==> src/rtl/t05_huff_pkg.sv <==
`default_nettype none
// ============================================================================
// Module   : t05_huff_pkg
// Purpose  : Shared types and constants for the Huffman front end.
//            - flv_state_t : scan FSM state encoding for t05_find_least_value
//            - NUM_SYMBOLS : number of count-table entries
//            - COUNT_W     : width of one SRAM count word
//            - EOF_CHAR    : end-of-file marker character
// Revision : 1.0 - initial release
// ============================================================================
package t05_huff_pkg;

  localparam int         NUM_SYMBOLS = 256;
  localparam int         COUNT_W     = 32;
  localparam logic [7:0] EOF_CHAR    = 8'h1A;

  typedef enum logic [1:0] {
    ST_IDLE = 2'd0,
    ST_REQ  = 2'd1,
    ST_CMP  = 2'd2,
    ST_DONE = 2'd3
  } flv_state_t;

endpackage : t05_huff_pkg
`default_nettype wire

==> src/rtl/t05_min2_tracker.sv <==
`default_nettype none
// ============================================================================
// Module   : t05_min2_tracker
// Purpose  : Holds the two smallest counts offered so far, with their indices.
//            A candidate is considered only when 'load' is high; the caller is
//            responsible for filtering out zero counts. Strict unsigned '<'
//            keeps the earlier (lower) index on ties.
// Ports    :
//   clk         in   clock
//   rst         in   synchronous active-high reset
//   clear       in   synchronous clear of all results (new scan)
//   load        in   offer (cand_idx, cand_cnt) for insertion
//   cand_idx    in   8       candidate index
//   cand_cnt    in   COUNT_W candidate count
//   least1_idx  out  8       index of smallest count
//   least1_cnt  out  COUNT_W smallest count
//   least2_idx  out  8       index of second smallest count
//   least2_cnt  out  COUNT_W second smallest count
//   found       out  2       number of valid slots (0..2)
// Revision : 1.0 - initial release
// ============================================================================
module t05_min2_tracker #(
  parameter int COUNT_W = 32
) (
  input  logic               clk,
  input  logic               rst,
  input  logic               clear,
  input  logic               load,
  input  logic [7:0]         cand_idx,
  input  logic [COUNT_W-1:0] cand_cnt,
  output logic [7:0]         least1_idx,
  output logic [COUNT_W-1:0] least1_cnt,
  output logic [7:0]         least2_idx,
  output logic [COUNT_W-1:0] least2_cnt,
  output logic [1:0]         found
);
  import t05_huff_pkg::*;

  logic take_first;
  logic take_second;

  // An empty slot always accepts; otherwise the candidate must be strictly
  // smaller than the occupant.
  always_comb begin
    take_first  = (found == 2'd0) || (cand_cnt < least1_cnt);
    take_second = !take_first && ((found < 2'd2) || (cand_cnt < least2_cnt));
  end

  always_ff @(posedge clk) begin
    if (rst || clear) begin
      least1_idx <= 8'd0;
      least1_cnt <= '0;
      least2_idx <= 8'd0;
      least2_cnt <= '0;
      found      <= 2'd0;
    end else if (load) begin
      if (take_first) begin
        // Previous minimum slides down; while found==0 it is still (0,0),
        // which keeps the unused slot reading as zero.
        least2_idx <= least1_idx;
        least2_cnt <= least1_cnt;
        least1_idx <= cand_idx;
        least1_cnt <= cand_cnt;
      end else if (take_second) begin
        least2_idx <= cand_idx;
        least2_cnt <= cand_cnt;
      end
      if ((take_first || take_second) && (found != 2'd2)) begin
        found <= found + 2'd1;
      end
    end
  end

endmodule : t05_min2_tracker
`default_nettype wire

==> src/rtl/t05_find_least_value.sv <==
`default_nettype none
// ============================================================================
// Module   : t05_find_least_value
// Purpose  : Scans the histogram count table in SRAM (one read per entry,
//            ascending index) and reports the two smallest non-zero counts
//            and their indices. One full pass per accepted 'start'.
// Config   : T05_FLV_NONZERO_COUNT_EN adds output nonzero_cnt[8:0], the number
//            of non-zero entries seen during the last scan.
// Ports    :
//   clk          in   clock
//   rst          in   synchronous active-high reset
//   start        in   begin a scan (sampled in IDLE only)
//   sram_rdata   in   COUNT_W read data, valid with sram_ack
//   sram_ack     in   read completion, honoured only while rd_en=1
//   rd_en        out  read request
//   hist_addr    out  8       table index being read
//   least1_idx   out  8       index of smallest non-zero count
//   least1_cnt   out  COUNT_W smallest non-zero count
//   least2_idx   out  8       index of second smallest non-zero count
//   least2_cnt   out  COUNT_W second smallest non-zero count
//   found        out  2       number of valid results (0..2)
//   busy         out  scan in progress
//   done         out  one-cycle pulse at scan end
//   nonzero_cnt  out  9       non-zero entries seen (optional)
// Revision : 1.0 - initial release
// ============================================================================
module t05_find_least_value #(
  parameter int NUM_SYMBOLS = 256,
  parameter int COUNT_W     = 32
) (
  input  logic               clk,
  input  logic               rst,
  input  logic               start,
  input  logic [COUNT_W-1:0] sram_rdata,
  input  logic               sram_ack,
  output logic               rd_en,
  output logic [7:0]         hist_addr,
  output logic [7:0]         least1_idx,
  output logic [COUNT_W-1:0] least1_cnt,
  output logic [7:0]         least2_idx,
  output logic [COUNT_W-1:0] least2_cnt,
  output logic [1:0]         found,
  output logic               busy,
  output logic               done
`ifdef T05_FLV_NONZERO_COUNT_EN
  ,
  output logic [8:0]         nonzero_cnt
`endif
);
  import t05_huff_pkg::*;

  localparam logic [7:0] LAST_ADDR = 8'(NUM_SYMBOLS - 1);

  flv_state_t         state;
  flv_state_t         next_state;
  logic [COUNT_W-1:0] cap_cnt;
  logic               accept;
  logic               last_entry;
  logic               load;

  assign accept     = (state == ST_IDLE) && start;
  assign last_entry = (hist_addr == LAST_ADDR);
  assign load       = (state == ST_CMP) && (cap_cnt != '0);

  // ---------------- state register ----------------
  always_ff @(posedge clk) begin
    if (rst) begin
      state <= ST_IDLE;
    end else begin
      state <= next_state;
    end
  end

  // ---------------- next-state logic ----------------
  always_comb begin
    next_state = state;
    case (state)
      ST_IDLE: if (start)    next_state = ST_REQ;
      ST_REQ:  if (sram_ack) next_state = ST_CMP;
      ST_CMP:  next_state = last_entry ? ST_DONE : ST_REQ;
      ST_DONE: next_state = ST_IDLE;
      default: next_state = ST_IDLE;
    endcase
  end

  // ---------------- output decode ----------------
  always_comb begin
    rd_en = (state == ST_REQ);
    busy  = (state != ST_IDLE);
    done  = (state == ST_DONE);
  end

  // ---------------- address and read-data capture ----------------
  // The address only moves in CMP, so it is stable for the whole REQ phase
  // regardless of how long the SRAM takes to acknowledge.
  always_ff @(posedge clk) begin
    if (rst) begin
      hist_addr <= 8'd0;
      cap_cnt   <= '0;
    end else begin
      if (accept) begin
        hist_addr <= 8'd0;
      end else if ((state == ST_CMP) && !last_entry) begin
        hist_addr <= hist_addr + 8'd1;
      end
      if ((state == ST_REQ) && sram_ack) begin
        cap_cnt <= sram_rdata;
      end
    end
  end

  // ---------------- two-minimum tracker ----------------
  t05_min2_tracker #(
    .COUNT_W (COUNT_W)
  ) u_min2 (
    .clk        (clk),
    .rst        (rst),
    .clear      (accept),
    .load       (load),
    .cand_idx   (hist_addr),
    .cand_cnt   (cap_cnt),
    .least1_idx (least1_idx),
    .least1_cnt (least1_cnt),
    .least2_idx (least2_idx),
    .least2_cnt (least2_cnt),
    .found      (found)
  );

`ifdef T05_FLV_NONZERO_COUNT_EN
  // ---------------- optional non-zero entry counter ----------------
  always_ff @(posedge clk) begin
    if (rst || accept) begin
      nonzero_cnt <= 9'd0;
    end else if (load) begin
      nonzero_cnt <= nonzero_cnt + 9'd1;
    end
  end
`endif

endmodule : t05_find_least_value
`default_nettype wire

==> config.mk <==
export PLATFORM = sky130hd
export DESIGN_NAME = t05_find_least_value
export DESIGN_NICKNAME = d
export VERILOG_FILES = /design/src/rtl/t05_huff_pkg.sv /design/src/rtl/t05_min2_tracker.sv /design/src/rtl/t05_find_least_value.sv
export SDC_FILE = /design/constraint.sdc
export NUM_CORES = 1
export LEC_CHECK = 0
export CAP_MARGIN = 20
export CORE_MARGIN = 5
export CORE_UTILIZATION = 54
export CTS_BUF_LIST = sky130_fd_sc_hd__clkbuf_8
export CTS_CLUSTER_DIAMETER = 30
export DETAILED_ROUTE_END_ITERATION = 12
export GPL_TIMING_DRIVEN = 0
export PLACE_DENSITY_LB_ADDON = 0.15
export SYNTH_ARGS = -nofsm -noshare
export SYNTH_HDL_FRONTEND = slang
export SYNTH_SLANG_ARGS = --single-unit
==> constraint.sdc <==
create_clock -name clk -period 2.49 [get_ports clk]
set_clock_uncertainty 0.05 [all_clocks]
set_input_delay 0.249 -clock clk [delete_from_list [all_inputs] [get_ports clk]]
set_output_delay 0.249 -clock clk [all_outputs]
set_load 0.02 [all_outputs]
==> summary.md, run 1 <==
| Metric | Value |
|---|---|
| Status | complete, but fails checks |
| Failing checks | negative setup slack |
| Die width | 122 um |
| GR Overflow Total | 0 |
| Largest net degree at the start of global routing | 17 |
| Root Driver | clkbuf_8 |
| Ys Warns | 0 |
| Arr. time, crit path | roughly 2.9 ns |
| DR WL/cell | approximately 20 um |
| Final wirelength | roughly 23000 um |
| Max frequency | roughly 380 MHz |
| Fin util | approximately 79% |
| DRC | 0 |
| Worst Path Required | between 2 and 3 ns |
| Post-Layout Inst Area | between 0.009 and 0.01 mm2 |
| RSZ-0062 raised after global routing | true |
| Final worst setup slack | -0.125 ns |
| Cell count after placement | 1056 |
| Area Overhead vs Synth | 45.9% |
| Nets@finish | about 1000 |
| FF/Latch Area | about 0.0026 mm2 |
| Synth top area share | a little over a third |
| Worst Hold Class | in2reg |
| Largest area contributor in the netlist | dfxtp_1 |
| DR pass1 iterations | 6 |
| Fraction of layout cells with a size suffix above 1 | 27.2% |
| Worst path max stage delay | roughly 0.40 ns |
| Peak VDD IR | 0.323 mV |
| # IOs | approximately 130 |
| CP Class | reg2reg |
| GRT Overall Usage | between 20% and 30% |
| Final hold vios | 0 |
| DRT iter0 DRCs | ~550 |
| Slew @ Worst Pin | approximately 0.86 ns |
| Clk buf depth | 2 |
| DR vias | around 6600 |
| Setup violators final | 65 |
| Initial Util | between 50% and 60% |
| Startpoint Class | register |
| Worst-Skew Late Latency | around 0.46 ns |
| Max Cap Viol | 0 |
| Top area cells in the synthesized netlist | dfxtp_1 37%, mux2i_1 12%, ha_1 12%, a21oi_1 7.5%, a211oi_2 7.2% |
| Number of global-route vias before repair | 6349 |
| CTS hold repair buffers | 0 |
| Ys async rst share | 0% |
| Min cycle time layout | 2.61 ns |
| Power Dens Cells | approximately 480 mW/mm2 |
| Via density | ~6 |
| Gate Count Post-Synth | ~760 |
| H-Tree Depth | 4 |
| Primary FF master, synth | dfxtp_1 |
| Clk sink count | 124 |
| Critical path capture point type | register |
| PortBufs | 127 |
| Post-route ant nets | 0 |
| Final period util | 105% |
| # diodes | 0 |
| Synthesized flop and latch total | 124 |
| Die area | ~0.015 mm2 |
| Lkg Pwr | 0.00361 uW |
| Slowest cell on the critical path | dfxtp_1 |
| DP Wirelength | 13900 um |
| Count of non-filler cells in the finished layout | approximately 1100 |
| Antenna violations before repair | 0 |
| FP Rows | 41 |
| DIE HEIGHT | 122 um |
| Syn nets | 858 |
| CORE AREA | ~0.012 mm2 |
| First-pass GRT wire length | roughly 31000 um |
| Most numerous cell in the Yosys netlist | dfxtp_1 |
| Post-DP Area | 0.00827 mm2 |
| Rel. slew slack | between 40% and 50% |
| Average size of a mapped cell | roughly 9.0 um2 |
| Clock buffer count from CTS | 17 |
| Final Max Slew Viols | 0 |
| Sequential share of the synthesized area | a little over a third |
| Fillers | around 780 |
| Footprint of the multi-input gates | 0.00432 mm2 |
| Clock transition at path regs | about 0.08 ns |
| CTS tree | yes |
| Mapped cell area | 0.00678 mm2 |
| Critical-path maximum fanout | 8 |
| Critical-path cell list | inv_1, ha_1, nand2_1, nor4_4, nand3b_1, a31oi_2, o22ai_4, and2_4, buf_12, clkbuf_16, o211a_1 |
| Commonest cells in the netlist | 124 x dfxtp_1, 102 x a21oi_1, 95 x nand2_1 |
| Post-synth EDFFs | 0 |
| Final GP Congestion | roughly 0.9 |
| Unique cell type count in the Yosys netlist | 48 |
final cells by class:
| class | instances | area share, % |
|---|---|---|
| Clock buffer | 21 | 2.92 |
| Multi-Input combinational cell | 524 | 43.7 |
| Clock inverter | 11 | 1.26 |
| Timing Repair Buffer | 166 | 17.5 |
| Sequential cell | 124 | 26.1 |
| Inverter | 67 | 2.54 |
| Buffer | 42 | 3.75 |
| Tap cell | 172 | 2.17 |
critical path, delay by kind of cell (launching register included):
kind / cells / cell delay [ns]
buffers and inverters: 3 / 0.40
AND/OR/NAND/NOR: 4 / 0.73
flip-flops: 1 / 0.40
adder cells (fa/ha/maj): 1 / 0.31
AO/OA/AOI/OAI: 3 / 0.59
logic make-up after synthesis:
kind of cell / after synthesis / share of synthesized area, %
adder cells (fa/ha/maj): 65 / 12.0
multiplexers: 82 / 12.1
AND/OR/NAND/NOR: 198 / 13.1
flip-flops: 124 / 36.6
buffers and inverters: 109 / 7.29
AO/OA/AOI/OAI: 174 / 18.3
XOR/XNOR: 5 / 0.645
what timing repair did:
item / 4_1_cts / 5_1_grt
cloned: 1 / 8
endpoints found under the hold margin: 0 / 0
gates resized for setup: 87 / 109
buffers inserted: 15 / 15
endpoints found under the setup margin: 80 / 80
pin swaps: 17 / 34
stage by stage:
| step | total power, uW | hold slack [ns] | TNS, ns | setup WS [ns] |
|---|---|---|---|---|
| detailed placement | 2690 | 0.464 | -15.85 | -0.273 |
| CTS | 4600 | 0.110 | 0 | 0.000299 |
| global placement | 2680 | 0.447 | -12.19 | -0.202 |
| global route | 4850 | 0.166 | -10.49 | -0.203 |
| finish | 4720 | 0.156 | -2.94 | -0.125 |
| floorplan | 2470 | 0.335 | 0 | 0.0237 |
power by group:
part,switching [uW],leakage [uW],internal (uW)
Combinational,412,0.00235,349
Sequential,60.9,0.00103,2010
Clock,815,0.000230,1080
sequential cells by signal, indices dropped and copies added (netlist names):
name               cells
cap_cnt               32
hist_addr              8
state                  2
u_min2.found           2
u_min2.least1_cnt     32
u_min2.least1_idx      8
u_min2.least2_cnt     32
u_min2.least2_idx      8
layout by cell type, fill, tap and decap left out, types with 5 or more instances in the layout:
master,instances
clkbuf_1,23
ha_1,46
nand2_2,5
nor2_1,55
o21ai_0,9
nor4_1,8
buf_6,6
dfxtp_4,13
nand2_1,90
buf_12,11
inv_1,68
nand4_1,8
a21oi_2,7
dfxtp_1,65
a21oi_1,93
mux2i_2,12
a211oi_2,38
mux2i_1,67
buf_4,29
clkdlybuf4s50_1,127
dfxtp_2,46
clkbuf_16,8
ha_4,17
clkbuf_8,21
worst paths after layout:
kind / from / endpoint / slack [ns] / cells past startpoint
max: u_min2.least2_cnt[11] / u_min2.least2_cnt[31] / -0.12 / 11
min: rst / cap_cnt[0] / 0.16 / 2
max reg2reg: u_min2.least2_cnt[11] / u_min2.least2_cnt[31] / -0.12 / 11
min reg2reg: cap_cnt[1] / cap_cnt[1] / 0.46 / 2
per-layer routing:
layer  vias up  share of wire (%)  GRT usage, %
li1       3017                  -             -
met3        74                7.3          6.69
met5         -                  0             0
met4         0                3.1          11.8
met1      3193                 40          32.6
met2       330                 49          45.2
Note: power is estimated with default switching activity, not from simulation.
==> inputs of run 2 (changes only) <==
--- a/config.mk
+++ b/config.mk
@@ -10,6 +10,7 @@
 export CORE_UTILIZATION = 54
 export CTS_BUF_LIST = sky130_fd_sc_hd__clkbuf_8
 export CTS_CLUSTER_DIAMETER = 30
+export CTS_CLUSTER_SIZE = 25
 export DETAILED_ROUTE_END_ITERATION = 12
 export GPL_TIMING_DRIVEN = 0
 export PLACE_DENSITY_LB_ADDON = 0.15
==> results of run 2 <==
The final DEF is identical to that of run 1; final timing and power are the same.
